===== src/rtl/matmul_pkg.sv =====
// matmul_pkg: shared types and constants for the matmul job controller.
// Holds the controller state encoding, address-width helpers and the
// result FIFO entry layout. The optional watchdog is enabled by the
// MMCTRL_WATCHDOG_EN macro in matmul_job_controller.
package matmul_pkg;

    // Default job geometry and operand width.
    localparam int MM_M          = 3;
    localparam int MM_N          = 3;
    localparam int MM_P          = 3;
    localparam int MM_DATA_WIDTH = 8;
    localparam int MM_RES_W      = 2 * MM_DATA_WIDTH;

    // Address width for a memory of 'depth' entries (never below one bit).
    function automatic int addr_w(input int depth);
        return (depth > 1) ? $clog2(depth) : 1;
    endfunction

    localparam int MM_A_ADDR_W = addr_w(MM_M * MM_N);
    localparam int MM_B_ADDR_W = addr_w(MM_N * MM_P);

    typedef enum logic [2:0] {
        ST_IDLE,
        ST_LOAD,
        ST_START,
        ST_RUN,
        ST_RELEASE,
        ST_DRAIN
    } ctrl_state_t;

    // One buffered result: the C element plus an end-of-job tag.
    // The data field is sized from MM_DATA_WIDTH, so the controller's
    // DATA_WIDTH must stay equal to MM_DATA_WIDTH.
    typedef struct packed {
        logic                last;
        logic [MM_RES_W-1:0] data;
    } result_entry_t;

endpackage


===== src/rtl/matmul_result_fifo.sv =====
// matmul_result_fifo: small show-ahead synchronous FIFO for results.
// The head entry is visible combinationally; it reads as zero while empty.
// A push and a pop in the same cycle are both honoured, even when full.
// flush discards all contents in one cycle.
module matmul_result_fifo #(
    parameter int WIDTH = 17,
    parameter int DEPTH = 4
) (
    input  logic             clk,
    input  logic             rst,
    input  logic             flush,
    input  logic             push,
    input  logic [WIDTH-1:0] push_data,
    input  logic             pop,
    output logic [WIDTH-1:0] head_data,
    output logic             full,
    output logic             empty
);
    localparam int PTR_W = $clog2(DEPTH);

    logic [WIDTH-1:0] mem [DEPTH];
    logic [PTR_W:0]   wr_ptr_reg;
    logic [PTR_W:0]   rd_ptr_reg;
    logic             do_push;
    logic             do_pop;

    // Extra pointer bit distinguishes full from empty.
    assign empty   = (wr_ptr_reg == rd_ptr_reg);
    assign full    = (wr_ptr_reg[PTR_W] != rd_ptr_reg[PTR_W]) &&
                     (wr_ptr_reg[PTR_W-1:0] == rd_ptr_reg[PTR_W-1:0]);
    assign do_pop  = pop && !empty;
    assign do_push = push && (!full || do_pop);

    assign head_data = empty ? '0 : mem[rd_ptr_reg[PTR_W-1:0]];

    // Storage write; contents need no reset because empty gates the head.
    always_ff @(posedge clk) begin
        if (do_push && !flush) begin
            mem[wr_ptr_reg[PTR_W-1:0]] <= push_data;
        end
    end

    // Read/write pointer update.
    always_ff @(posedge clk or posedge rst) begin
        if (rst) begin
            wr_ptr_reg <= '0;
            rd_ptr_reg <= '0;
        end else if (flush) begin
            wr_ptr_reg <= '0;
            rd_ptr_reg <= '0;
        end else begin
            if (do_push) begin
                wr_ptr_reg <= wr_ptr_reg + 1'b1;
            end
            if (do_pop) begin
                rd_ptr_reg <= rd_ptr_reg + 1'b1;
            end
        end
    end

endmodule


===== src/rtl/matmul_job_controller.sv =====
// matmul_job_controller: sequences one matrix-multiply core for a whole job.
// Loads A then B (row-major) from an operand stream into the core's memories,
// runs the start/done handshake and buffers results into an output stream
// with an end-of-job marker.
// Optional: define MMCTRL_WATCHDOG_EN to abort a stuck job after
// TIMEOUT_CYCLES cycles in RUN/RELEASE (sets timeout, flushes results).
module matmul_job_controller
    import matmul_pkg::*;
#(
    parameter int M              = MM_M,
    parameter int N              = MM_N,
    parameter int P              = MM_P,
    parameter int DATA_WIDTH     = MM_DATA_WIDTH,
    parameter int FIFO_DEPTH     = 4,
    parameter int TIMEOUT_CYCLES = 1024,
    localparam int A_AW          = addr_w(M * N),
    localparam int B_AW          = addr_w(N * P)
) (
    input  logic                         clk,
    input  logic                         rst,
    input  logic signed [DATA_WIDTH-1:0] in_data,
    input  logic                         in_valid,
    output logic                         in_ready,
    output logic [2*DATA_WIDTH-1:0]      out_data,
    output logic                         out_valid,
    input  logic                         out_ready,
    output logic                         out_last,
    output logic                         busy,
    output logic                         overflow,
    output logic                         timeout,
    output logic                         mm_start,
    output logic [DATA_WIDTH-1:0]        mm_a_in,
    output logic [A_AW-1:0]              mm_a_addr,
    output logic                         mm_a_wen,
    output logic [DATA_WIDTH-1:0]        mm_b_in,
    output logic [B_AW-1:0]              mm_b_addr,
    output logic                         mm_b_wen,
    input  logic signed [2*DATA_WIDTH-1:0] mm_c_out,
    input  logic                         mm_c_valid,
    input  logic                         mm_done
);
    localparam int NUM_A     = M * N;
    localparam int NUM_OPS   = M * N + N * P;
    localparam int NUM_RES   = M * P;
    localparam int IDX_W     = addr_w(NUM_OPS);
    localparam int RES_IDX_W = addr_w(NUM_RES);

    ctrl_state_t           state_reg;
    ctrl_state_t           state_next;
    logic [IDX_W-1:0]      idx_reg;
    logic [RES_IDX_W-1:0]  res_in_reg;
    logic                  a_wen_reg;
    logic                  b_wen_reg;
    logic [A_AW-1:0]       a_addr_reg;
    logic [B_AW-1:0]       b_addr_reg;
    logic [DATA_WIDTH-1:0] wr_data_reg;
    logic                  last_popped_reg;
    logic                  overflow_reg;

    logic          in_hs;
    logic          job_begin;
    logic          is_a_elem;
    logic          is_final_elem;
    logic          fifo_push;
    logic          fifo_pop;
    logic          fifo_full;
    logic          fifo_empty;
    logic          fifo_dropped;
    logic          wd_expired;
    result_entry_t push_entry;
    result_entry_t head_entry;

    assign in_hs         = in_valid && in_ready;
    assign job_begin     = in_hs && (state_reg == ST_IDLE);
    assign is_a_elem     = (idx_reg < IDX_W'(NUM_A));
    assign is_final_elem = (idx_reg == IDX_W'(NUM_OPS - 1));

`ifdef MMCTRL_WATCHDOG_EN
    localparam int WD_W = addr_w(TIMEOUT_CYCLES);

    logic [WD_W-1:0] wd_cnt_reg;
    logic            timeout_reg;

    assign wd_expired = ((state_reg == ST_RUN) || (state_reg == ST_RELEASE)) &&
                        (wd_cnt_reg == WD_W'(TIMEOUT_CYCLES - 1));
    assign timeout    = timeout_reg;

    // Count cycles spent waiting on the core; restart outside RUN/RELEASE.
    always_ff @(posedge clk or posedge rst) begin
        if (rst) begin
            wd_cnt_reg <= '0;
        end else if ((state_reg == ST_RUN) || (state_reg == ST_RELEASE)) begin
            wd_cnt_reg <= wd_cnt_reg + 1'b1;
        end else begin
            wd_cnt_reg <= '0;
        end
    end

    // Sticky timeout flag, cleared when the next job starts loading.
    always_ff @(posedge clk or posedge rst) begin
        if (rst) begin
            timeout_reg <= 1'b0;
        end else if (wd_expired) begin
            timeout_reg <= 1'b1;
        end else if (job_begin) begin
            timeout_reg <= 1'b0;
        end
    end
`else
    assign wd_expired = 1'b0;
    assign timeout    = 1'b0;
`endif

    // State register.
    always_ff @(posedge clk or posedge rst) begin
        if (rst) begin
            state_reg <= ST_IDLE;
        end else begin
            state_reg <= state_next;
        end
    end

    // Next-state logic; a watchdog expiry overrides every other transition.
    always_comb begin
        state_next = state_reg;
        case (state_reg)
            ST_IDLE:    if (in_hs) state_next = ST_LOAD;
            ST_LOAD:    if (in_hs && is_final_elem) state_next = ST_START;
            ST_START:   state_next = ST_RUN;
            ST_RUN:     if (mm_done) state_next = ST_RELEASE;
            ST_RELEASE: if (!mm_done) state_next = ST_DRAIN;
            ST_DRAIN:   if (last_popped_reg && fifo_empty) state_next = ST_IDLE;
            default:    state_next = ST_IDLE;
        endcase
        if (wd_expired) begin
            state_next = ST_IDLE;
        end
    end

    // State-decoded outputs; start is held for the whole of RUN so the core
    // sees it through done, and START leaves one cycle after the final write.
    always_comb begin
        in_ready = (state_reg == ST_IDLE) || (state_reg == ST_LOAD);
        mm_start = (state_reg == ST_RUN);
        busy     = (state_reg != ST_IDLE);
    end

    // Operand index and registered write port toward the core memories.
    always_ff @(posedge clk or posedge rst) begin
        if (rst) begin
            idx_reg     <= '0;
            a_wen_reg   <= 1'b0;
            b_wen_reg   <= 1'b0;
            a_addr_reg  <= '0;
            b_addr_reg  <= '0;
            wr_data_reg <= '0;
        end else begin
            a_wen_reg <= in_hs && is_a_elem;
            b_wen_reg <= in_hs && !is_a_elem;
            if (in_hs) begin
                wr_data_reg <= in_data;
                idx_reg     <= is_final_elem ? '0 : idx_reg + 1'b1;
                if (is_a_elem) begin
                    a_addr_reg <= A_AW'(idx_reg);
                end else begin
                    b_addr_reg <= B_AW'(idx_reg - IDX_W'(NUM_A));
                end
            end
        end
    end

    assign mm_a_in   = wr_data_reg;
    assign mm_b_in   = wr_data_reg;
    assign mm_a_addr = a_addr_reg;
    assign mm_b_addr = b_addr_reg;
    assign mm_a_wen  = a_wen_reg;
    assign mm_b_wen  = b_wen_reg;

    // Result tagging: the entry with index M*P-1 carries the end-of-job mark.
    assign push_entry.last = (res_in_reg == RES_IDX_W'(NUM_RES - 1));
    assign push_entry.data = mm_c_out;
    assign fifo_push       = mm_c_valid;
    assign fifo_pop        = out_valid && out_ready;
    assign fifo_dropped    = fifo_push && fifo_full && !fifo_pop;

    // Result index, end-of-job acceptance and sticky overflow tracking.
    always_ff @(posedge clk or posedge rst) begin
        if (rst) begin
            res_in_reg      <= '0;
            last_popped_reg <= 1'b0;
            overflow_reg    <= 1'b0;
        end else begin
            if (job_begin) begin
                res_in_reg <= '0;
            end else if (mm_c_valid) begin
                res_in_reg <= res_in_reg + 1'b1;
            end

            if (job_begin) begin
                last_popped_reg <= 1'b0;
            end else if (fifo_pop && head_entry.last) begin
                last_popped_reg <= 1'b1;
            end

            if (fifo_dropped) begin
                overflow_reg <= 1'b1;
            end else if (job_begin) begin
                overflow_reg <= 1'b0;
            end
        end
    end

    matmul_result_fifo #(
        .WIDTH ($bits(result_entry_t)),
        .DEPTH (FIFO_DEPTH)
    ) u_result_fifo (
        .clk       (clk),
        .rst       (rst),
        .flush     (wd_expired),
        .push      (fifo_push),
        .push_data (push_entry),
        .pop       (fifo_pop),
        .head_data (head_entry),
        .full      (fifo_full),
        .empty     (fifo_empty)
    );

    assign out_valid = !fifo_empty;
    assign out_data  = head_entry.data;
    assign out_last  = out_valid && head_entry.last;
    assign overflow  = overflow_reg;

endmodule


===== config.mk =====
export PLATFORM = sky130hd
export DESIGN_NAME = matmul_job_controller
export DESIGN_NICKNAME = d
export VERILOG_FILES = /design/src/rtl/matmul_pkg.sv /design/src/rtl/matmul_result_fifo.sv /design/src/rtl/matmul_job_controller.sv
export SDC_FILE = /design/constraint.sdc
export NUM_CORES = 1
export LEC_CHECK = 0
export ABC_AREA = 0
export CAP_MARGIN = 20
export CELL_PAD_IN_SITES_DETAIL_PLACEMENT = 0
export CELL_PAD_IN_SITES_GLOBAL_PLACEMENT = 1
export CORE_AREA = 2 2 106 108
export CTS_CLUSTER_SIZE = 28
export DETAILED_ROUTE_END_ITERATION = 8
export DIE_AREA = 0 0 108 110
export PLACE_DENSITY_LB_ADDON = 0.3
export SYNTH_ARGS = -nofsm -noshare
export SYNTH_HDL_FRONTEND = slang
export SYNTH_SLANG_ARGS = --single-unit
export TNS_END_PERCENT = 50

===== constraint.sdc =====
create_clock -name clk -period 2.25 [get_ports clk]
set_clock_uncertainty 0.15 [all_clocks]
set_input_delay 0.3375 -clock clk [delete_from_list [all_inputs] [get_ports clk]]
set_output_delay 0.3375 -clock clk [all_outputs]
set_load 0.05 [all_outputs]

==> impl_metrics.csv <==
group,metric,value,unit
outcome,status,"complete, but fails checks",
outcome,violations,"setup timing",
drt,drtIter0Drc,96,
setup_path,required,1.76,ns
floorplan,rows,38,
synth,synth_cell_types,46,
final_layout,utilization,55.7,%
synth,yosysTopAreaCellShare,44.9,%
sta,setup_ws,-0.0858,ns
setup_path,worstSetupStartpoint,"u_result_fifo.rd_ptr_reg[0]$_DFFE_PP0P_",
place,place.gp.congestion,0.710,
synth,async_flop_share,35.8,%
sta,relSlewSlack,66.3,%
final_layout,syn_to_final_growth,31.0,%
floorplan,ios,79,
global_routing,grt_overflow,0,
floorplan,dieArea,11900,sq um
cts,clockRootBuffer,"clkbuf_8",
global_routing,grt_max_degree,39,
final_layout,largest_reg_flops,68,
synth,synth_top_family_by_area,"multiplexers",
drt,via_count,2626,
synth,netlist_instances,298,
cts,clockBufferDepth,2,
drt,viasPerCell,4.99,
setup_path,path_max_fanout,6,
cts,clock-sinks,106,
sta,max_freq,428,MHz
global_routing,antenna_found_initial,0,
synth,synth.avg_cell_area,15.3,sq um
global_routing,grt_pass1_wl,13500,um
cts,htreeDepth,3,
global_routing,grt_pass1_vias,2625,
drt,post-route-drc-count,0,
worst_hold_path,hold_class,"in -> async",
cts,clk_pin_slew_worst_paths,0.11,ns
synth,ys.flop_type,"edfxtp_1",
synth,synth_edf_count,68,
setup_path,setup.worst_path.start_class,"register",
sta,finalSetupViolCount,17,
synth,synth_xor_xnor_area_share,3.00,%
place,portBuffers,77,
synth,yosys_register_bits,106,
cts,clkLatencyLatePin,0.37,ns
sta,tightest_slew,0.504,ns
synth,ys.warnings.count,0,
cts,postCtsHoldBufs,0,
synth,synthAdderAreaFrac,2.75,%
synth,syn-cell-area,4550,sq um
setup_path,reg2reg_from,"u_result_fifo.rd_ptr_reg[0]$_DFFE_PP0P_",
synth,synth_mux_area_share,10.6,%
sta,maxSlewViolCount,0,
flow_run,cap_violations,0,
floorplan,start_util,42.5,%
setup_path,crit_arrival,1.85,ns
setup_path,r2r_slack,0.29,ns
final_layout,nets,421,
sta,min_period,2.34,ns
setup_path,worstSetupEndpointType,"primary output",
synth,synth_area_leaders,"edfxtp_1 45%, dfrtp_1 21%, mux4_2 5.4%",
synth,yosysSeqAreaShare,65.8,%
cts,cts_tree,"done",
final_layout,drive_above_1_share,26.7,%
floorplan,chipWidth,108,um
drt,antenna_left,0,
synth,yosys.area_share.simple,10.1,%
synth,synth_top_area_cell,"edfxtp_1",
drt,drtPass1Iterations,4,
sta,timing.final.hold_violations,0,
floorplan,dieHeight,110,um
drt,wl_per_cell,15.9,um
sta,fin_crit_sh,104,%
global_routing,grt.total_usage,15.0,%
drt,finalWirelength,8380,um
synth,synth_compound_area_share,3.30,%
cts,numCtsBuffers,9,
synth,synth_fp_nets,338,
setup_path,crit_type,"reg -> out",
final_layout,antenna_cells,0,
floorplan,coreArea,10700,sq um
place,dp_hpwl,5510,um
sta,rsz0062_at_grt,"true",
layout by cell type, fill, tap and decap left out, types with 6 or more instances in the layout:
| master | n |
|---|---|
| inv_1 | 13 |
| ha_1 | 10 |
| mux4_2 | 16 |
| o21ai_0 | 6 |
| buf_12 | 23 |
| nor2_1 | 11 |
| edfxtp_1 | 68 |
| clkdlybuf4s50_1 | 56 |
| dfrtp_1 | 37 |
| buf_4 | 11 |
| xnor2_1 | 6 |
| nand2_1 | 37 |
| clkbuf_8 | 9 |
| and2_4 | 17 |
final cells by class:
cell class,instances,area (sq um)
repair buffers,92,1140
clock inverters,7,72.6
inverters,14,65.1
multi-input cells,158,1390
flip-flops and latches,106,2990
clock buffers,9,124
fillers,912,4740
well taps,140,175
stage by stage:
stage / hold WS (ns) / setup TNS [ns] / std cells / setup slack [ns] / instance area (sq um)
detailed placement: 0.320 / 0 / 506 / 0.0634 / 5670
global placement: 0.317 / 0 / 506 / 0.0640 / 5670
finish: 0.240 / -1.14 / 526 / -0.0858 / 5960
CTS: 0.242 / -2.08 / 526 / -0.137 / 5950
global route: 0.293 / -2.27 / 526 / -0.150 / 5960
floorplan: 0.286 / 0 / 298 / 0.0811 / 4550
synth_stat cells (2+ instances only):
library cell and n:
edfxtp_1 68, dfrtp_1 38, nand2_1 37, and2_1 20, inv_1 13, mux4_2 11
nor2_1 11, ha_1 10, buf_4 9, buf_2 6, mux4_1 6, o21ai_0 6
xnor2_1 6, mux2_2 5, a21oi_1 4, buf_6 4, nand4_1 4, xor2_1 4
a31oi_1 3, nand3_1 3, nor3_1 3, and3_4 2, xnor2_2 2
critical path, cell delays in order (launching register included):
cell	delay, ns
dfrtp_2	0.49
buf_12	0.16
mux4_2	0.51
and2_4	0.18
buf_12	0.14
per-layer routing:
layer  part of all wire (%)  global-route usage [%]  vias to the layer above  wire, um
li1                       -                       -                     1227         -
met1                     44                    20.0                     1308      3720
met2                     49                    25.3                       83      4070
met3                    6.1                    3.53                        8       513
met4                   0.94                    3.30                        0        79
met5                      0                       0                        -         0
kinds of logic after synthesis:
logic type / count (synthesis)
buf+inv: 34
mux: 24
compound gates: 22
fa+ha+maj: 10
other cells: 1
xor+xnor: 13
flops: 106
simple gates: 88
repair_timing:
item,CTS,global route
cloned,1,0
hold endpoints to repair,0,0
pin swaps,8,8
setup buffers,3,0
gates resized for setup,25,4
endpoints found under the setup margin,17,18
final timing paths:
path | to | cells past startpoint
max in group asynchronous | u_result_fifo.rd_ptr_reg[0]$_DFFE_PP0P_ | 3
min in group clk | mm_b_addr[0]$_DFFE_PP0P_ | 2
max | out_data[15] | 4
max reg2reg | u_result_fifo.mem[3][6]$_DFFE_PP_ | 4
min | mm_a_in[6]$_DFFE_PP0P_ | 3
min reg2reg | mm_b_addr[0]$_DFFE_PP0P_ | 2
Power is not shown: default switching activity piles up to over one toggle a cycle in this logic, so the estimate is an artifact.
